==> config.mk <==
export PLATFORM = sky130hd
export DESIGN_NAME = spi_ram_bridge
export DESIGN_NICKNAME = d
export VERILOG_FILES = /design/src/rtl/spi_ram_pkg.sv /design/src/rtl/spi_ram_mem.sv /design/src/rtl/spi_ram_bridge.sv
export SDC_FILE = /design/constraint.sdc
export NUM_CORES = 2
export LEC_CHECK = 0
export BUFFER_PORTS_ARGS = -buffer_cell sky130_fd_sc_hd__clkbuf_2
export CORE_MARGIN = 1
export CORE_UTILIZATION = 60
export DETAILED_ROUTE_END_ITERATION = 10
export GPL_ROUTABILITY_DRIVEN = 1
export PLACE_DENSITY = 0.76
export SYNTH_ARGS = -nofsm -noshare
export SYNTH_HDL_FRONTEND = slang
export SYNTH_SLANG_ARGS = --single-unit
==> constraint.sdc <==
create_clock -name clk -period 4.97 [get_ports clk]
set_clock_uncertainty 0.05 [all_clocks]
set_input_delay 0.7455 -clock clk [delete_from_list [all_inputs] [get_ports clk]]
set_output_delay 0.7455 -clock clk [all_outputs]
set_load 0.1 [all_outputs]
==> src/rtl/spi_ram_pkg.sv <==
`default_nettype none
// ============================================================================
// Module      : spi_ram_pkg
// Description : Command encodings and FSM state type for the SPI/RAM bridge.
// Revision    : 1.0 - initial release
// ============================================================================
package spi_ram_pkg;

  // Two-bit command field, sent MSB first at the start of every frame
  localparam logic [1:0] CMD_SET_WADDR = 2'b00;
  localparam logic [1:0] CMD_WRITE     = 2'b01;
  localparam logic [1:0] CMD_SET_RADDR = 2'b10;
  localparam logic [1:0] CMD_READ      = 2'b11;

  typedef enum logic [2:0] {
    IDLE     = 3'd0,
    CMD      = 3'd1,
    PAYLOAD  = 3'd2,
    DONE     = 3'd3,
    RD_LOAD  = 3'd4,
    RD_SHIFT = 3'd5
  } state_t;

endpackage
`default_nettype wire

==> src/rtl/spi_ram_mem.sv <==
`default_nettype none
// ============================================================================
// Module      : spi_ram_mem
// Description : 2**ADDR_W x DATA_W RAM, synchronous write, asynchronous read.
//               Contents are deliberately not reset.
// Revision    : 1.0 - initial release
// ============================================================================
module spi_ram_mem #(
  parameter int DATA_W = 8,
  parameter int ADDR_W = 8
) (
  input  logic              clk,
  input  logic              i_we,
  input  logic [ADDR_W-1:0] i_waddr,
  input  logic [DATA_W-1:0] i_wdata,
  input  logic [ADDR_W-1:0] i_raddr,
  output logic [DATA_W-1:0] o_rdata
);

  logic [DATA_W-1:0] r_mem [2**ADDR_W];

  // Single write port, committed on the clock edge when enabled
  always_ff @(posedge clk) begin
    if (i_we) begin
      r_mem[i_waddr] <= i_wdata;
    end
  end

  assign o_rdata = r_mem[i_raddr];

endmodule
`default_nettype wire

==> src/rtl/spi_ram_bridge.sv <==
`default_nettype none
// ============================================================================
// Module      : spi_ram_bridge
// Description : SPI slave (bit clock = clk) that sets RAM write/read pointers
//               or streams bursts of words into / out of an internal RAM.
// Revision    : 1.0 - initial release
// ============================================================================
module spi_ram_bridge
  import spi_ram_pkg::*;
#(
  parameter int DATA_W   = 8,
  parameter int ADDR_W   = 8,
  parameter int AUTO_INC = 1
) (
  input  logic clk,
  input  logic rst,
  input  logic MOSI,
  input  logic SS_n,
  output logic MISO,
  output logic busy
);

  localparam int              CNT_W  = $clog2(DATA_W) + 1;
  localparam logic [CNT_W-1:0] c_LAST = CNT_W'(DATA_W - 1);

  state_t              r_state;
  state_t              w_state_nxt;
  logic [1:0]          r_cmd;
  logic [CNT_W-1:0]    r_cnt;
  logic [DATA_W-2:0]   r_rx;
  logic [DATA_W-1:0]   r_tx;
  logic [ADDR_W-1:0]   r_wptr;
  logic [ADDR_W-1:0]   r_rptr;
  logic [DATA_W-1:0]   w_word;
  logic [DATA_W-1:0]   w_rdata;
  logic                w_last;
  logic                w_mem_we;

  // Word as it stands once the bit on MOSI this edge is included
  assign w_word = {r_rx, MOSI};
  assign w_last = (r_cnt == c_LAST);
  assign busy   = (r_state != IDLE);

  spi_ram_mem #(
    .DATA_W (DATA_W),
    .ADDR_W (ADDR_W)
  ) u_mem (
    .clk     (clk),
    .i_we    (w_mem_we),
    .i_waddr (r_wptr),
    .i_wdata (w_word),
    .i_raddr (r_rptr),
    .o_rdata (w_rdata)
  );

  // FSM state register
  always_ff @(posedge clk or posedge rst) begin
    if (rst) begin
      r_state <= IDLE;
    end else begin
      r_state <= w_state_nxt;
    end
  end

  // Next-state decode and RAM write strobe; SS_n high always wins
  always_comb begin
    w_state_nxt = r_state;
    w_mem_we    = 1'b0;
    if (SS_n) begin
      w_state_nxt = IDLE;
    end else begin
      case (r_state)
        IDLE:     w_state_nxt = CMD;
        CMD:      w_state_nxt = ({r_cmd[1], MOSI} == CMD_READ) ? RD_LOAD : PAYLOAD;
        PAYLOAD: begin
          if (w_last) begin
            if (r_cmd == CMD_WRITE) begin
              w_mem_we = 1'b1;
            end else begin
              w_state_nxt = DONE;
            end
          end
        end
        DONE:     w_state_nxt = DONE;
        RD_LOAD:  w_state_nxt = RD_SHIFT;
        RD_SHIFT: w_state_nxt = RD_SHIFT;
        default:  w_state_nxt = IDLE;
      endcase
    end
  end

  // Datapath: command capture, shift registers, bit counter, pointers, MISO
  always_ff @(posedge clk or posedge rst) begin
    if (rst) begin
      r_cmd  <= '0;
      r_cnt  <= '0;
      r_rx   <= '0;
      r_tx   <= '0;
      r_wptr <= '0;
      r_rptr <= '0;
      MISO   <= 1'b0;
    end else begin
      MISO <= (!SS_n && (r_state == RD_LOAD || r_state == RD_SHIFT)) ? r_tx[DATA_W-1] : 1'b0;
      if (SS_n) begin
        r_cnt <= '0;
        r_tx  <= '0;
      end else begin
        case (r_state)
          IDLE: begin
            r_cmd[1] <= MOSI;
            r_cnt    <= '0;
            r_tx     <= '0;
          end
          CMD: begin
            r_cmd[0] <= MOSI;
            r_cnt    <= '0;
            r_rx     <= '0;
          end
          PAYLOAD: begin
            r_rx <= w_word[DATA_W-2:0];
            if (w_last) begin
              r_cnt <= '0;
              case (r_cmd)
                CMD_SET_WADDR: r_wptr <= w_word[ADDR_W-1:0];
                CMD_SET_RADDR: r_rptr <= w_word[ADDR_W-1:0];
                CMD_WRITE:     if (AUTO_INC != 0) r_wptr <= r_wptr + ADDR_W'(1);
                default:       ;
              endcase
            end else begin
              r_cnt <= r_cnt + CNT_W'(1);
            end
          end
          RD_LOAD: begin
            r_tx  <= w_rdata;
            r_cnt <= '0;
            if (AUTO_INC != 0) r_rptr <= r_rptr + ADDR_W'(1);
          end
          RD_SHIFT: begin
            if (w_last) begin
              // Prefetch the next word so the stream has no gap cycle
              r_tx  <= w_rdata;
              r_cnt <= '0;
              if (AUTO_INC != 0) r_rptr <= r_rptr + ADDR_W'(1);
            end else begin
              r_tx  <= {r_tx[DATA_W-2:0], 1'b0};
              r_cnt <= r_cnt + CNT_W'(1);
            end
          end
          default: ;
        endcase
      end
    end
  end

endmodule
`default_nettype wire

==> reports/metrics.cfg <==
[worst_setup_path]
crit_arrival_ns = 4.90
r2r_slack_ns = 0.72
cp-start-kind = register
endpoint_kind = register
cp.required_ns = 5.61
worstSetupPathType = reg2reg
path_delay_family = flip-flops
worst-path-max-fanout = 38
crit_slowest_cell = dfrtp_4
crit_buf_inv = 1
crit_chain = buf_4, mux4_2, mux2_2, a22oi_1, a21oi_1, o21a_1, nor4_1, o31ai_1
slowest_delay_ns = 1.05

[layout]
final_layout_size_suffix_gt1_share_pct = 23.6
instances_no_fill = 6027
nNetsFinal = 4083
fill_cells = 8231
fin_area_mm2 = 0.0912
regArea_mm2 = 0.0626
syn_to_final_growth_pct = 11.3
multi_input_area_mm2 = 0.0179

[routing]
routedWlPerCell_um = 35.0
drc = 0
num_vias = 42300
vias_per_cell = 7.01
drt-total-wl_um = 211000
drt-initial-drc-count = 6597
antenna_left = 0
firstDrtPassIters = 8

[place]
dp.cells = 5656
placed_area_mm2 = 0.0846
dpl.hpwl_um = 123000
port_buffers = 5
gp_congestion = 0.921

[sta]
tightest_slew_ns = 1.35
fmax_mhz = 235
rsz0062_at_grt = false
fin_crit_sh_pct = 85.6
hold_violations = 0
slew_headroom_pct = 9.14
setup_tns_ns = 0
maxSlewViolCount = 0
finalSetupViolCount = 0
period_needed_ns = 4.25

[clock_network]
cts.htree.levels = 4
clkLatencyLatePin_ns = 0.85
cts_setup_buffers = 0
clockBufferDepth = 3
clk_pin_slew_ns = 0.07
postCtsHoldBufs = 0
cts_tree = done
clockRootBuffer = clkbuf_16
ctsResizeCount = 0
cts-buffers-inserted = 196
clock-sinks = 2089

[logic_synthesis]
synth-compound-area-share_pct = 3.01
synth_ff_type = edfxtp_1
synthAdderAreaFrac_pct = 0.0917
synth_seq_area_share_pct = 76.4
synth_cell_type_count = 67
synth_nets = 3935
yosys_warnings = 0
muxShareOfSynthArea_pct = 16.0
synth_edf_count = 2048
ys_seq_elements = 2089
synth.avg_cell_area_um2 = 20.9
yosys.area_share.simple_pct = 2.76
synth_top_family_by_area = multiplexers
ys_async_sr_fraction_pct = 1.96
synth_xor_area_share_pct = 0.0107
synth.cell_area_mm2 = 0.0819
syn_inst = 3925

[flow_run]
maxCapViolCount = 0

[power_and_ir_drop]
seqPwrFrac_pct = 45.0
clkPwrFrac_pct = 30.2
sw_frac_of_total_pct = 31.0
p_leak_nw = 28.3
internal_power_mw = 34.8
pwr-share-comb_pct = 24.8
powerDensity_mw_per_mm2 = 553
switchingPower_mw = 15.6
power_mw = 50.4
ir_drop_uv = 505

[floorplan]
rows = 135
initial_core_util_pct = 60.4
core_mm2 = 0.135
die_w_um = 371
die_area_mm2 = 0.138
die_h_um = 371
io_pins = 6

[grt]
grt_antenna_before_repair = 4
grt_usage_pct = 31.1
grt_overflow_total = 0
grt_max_degree = 191
grt_pass1_wl_um = 300000
first_global_vias = 41500

[hold_path]
hold_path.class = in2async

[status]
outcome = complete, no violations

==> routing by layer <==
layer	share of wire [%]	up-vias	track usage, %
met3	12	556	8.81
met4	5.3	4	15.0
met1	36	21900	42.5
met2	46	3175	46.8
li1	-	16600	-
met5	0.010	-	0
==> final timing paths <==
path / from / end / cells past startpoint
worst max-delay path: r_rptr[0] / r_tx[4] / 8
worst min-delay path: rst / r_rx[2] / 2
min in group clk: SS_n / r_cnt[2] / 2
max in group asynchronous: rst / r_rptr[0] / 2
worst max register to register: r_rptr[0] / r_tx[4] / 8
worst min register to register: r_tx[0] / r_tx[0] / 1
==> cell usage in the layout, fill, tap and decap left out, types with 28 or more instances in the layout <==
cell type and instances:
edfxtp_1 2048, mux4_2 477, nor2_1 309, clkbuf_16 197
mux2i_1 184, buf_4 153, a21oi_1 95, nand2_1 85
o21ai_0 67, clkinv_1 45, clkinv_2 43, a22oi_1 42
buf_12 33, clkbuf_1 32, o221ai_1 31, dfrtp_1 29
o22ai_1 28
==> metrics by stage <==
step / hold slack (ns) / utilization [%] / setup slack [ns]
6_report: 0.113 / 67.3 / 0.718
5_1_grt: 0.166 / 67.3 / 0.676
4_1_cts: 0.111 / 67.3 / 0.869
3_5_place_dp: 0.444 / 62.5 / 0.748
3_3_place_gp: 0.433 / 62.5 / 0.845
2_1_floorplan: 0.410 / - / 0.870
==> area by class of cell <==
type | count | area share (%)
inverter | 12 | 0.0522
multi-input combinational | 1583 | 19.7
sequential | 2089 | 68.6
clock inverter | 137 | 1.61
timing repair buffer | 191 | 2.02
tap | 1781 | 2.44
clock buffer | 230 | 5.55
antenna | 4 | 0.0110
==> registers in the layout, summed over array words and instances (netlist names) <==
register	count
MISO	1
r_cmd	2
r_cnt	4
r_rptr	8
r_rx	7
r_state	3
r_tx	8
r_wptr	8
u_mem.r_mem	2048
==> power groups by stage <==
stage                     Sequential (mW)  Combinational, mW  Clock [mW]
after floorplan                      23.5               7.03           0
after global placement               23.0               12.0           0
after detailed placement             23.0               12.2           0
after CTS                            22.7               12.3        15.3
after global routing                 22.7               12.8        15.9
final                                22.7               12.5        15.2
==> cells in the mapped netlist (all sizes together), types with 15 or more instances <==
| master | instances | share of area [%] |
|---|---|---|
| nand3 | 31 | 0.19 |
| a21oi | 95 | 0.58 |
| nor2 | 311 | 1.4 |
| nor2b | 16 | 0.12 |
| nor3 | 15 | 0.098 |
| nand2 | 85 | 0.39 |
| o22ai | 28 | 0.21 |
| clkbuf | 96 | 0.44 |
| mux4 | 490 | 14 |
| edfxtp | 2048 | 75 |
| a221oi | 21 | 0.22 |
| mux2i | 184 | 2.2 |
| o21ai | 70 | 0.43 |
| a22oi | 42 | 0.39 |
| dfrtp | 41 | 1.3 |
| buf | 145 | 1.3 |
| o221ai | 31 | 0.33 |
==> cell families (layout without fill, tap and decap cells) <==
group,count (synthesis),in the layout
other,0,4
XOR/XNOR,1,1
flip-flops,2089,2089
buffers and inverters,253,570
adder cells (fa/ha/maj),6,6
AND/OR/NAND/NOR,520,520
multiplexers,688,688
AO/OA/AOI/OAI,368,368
Power figures use the tool's default switching activity.
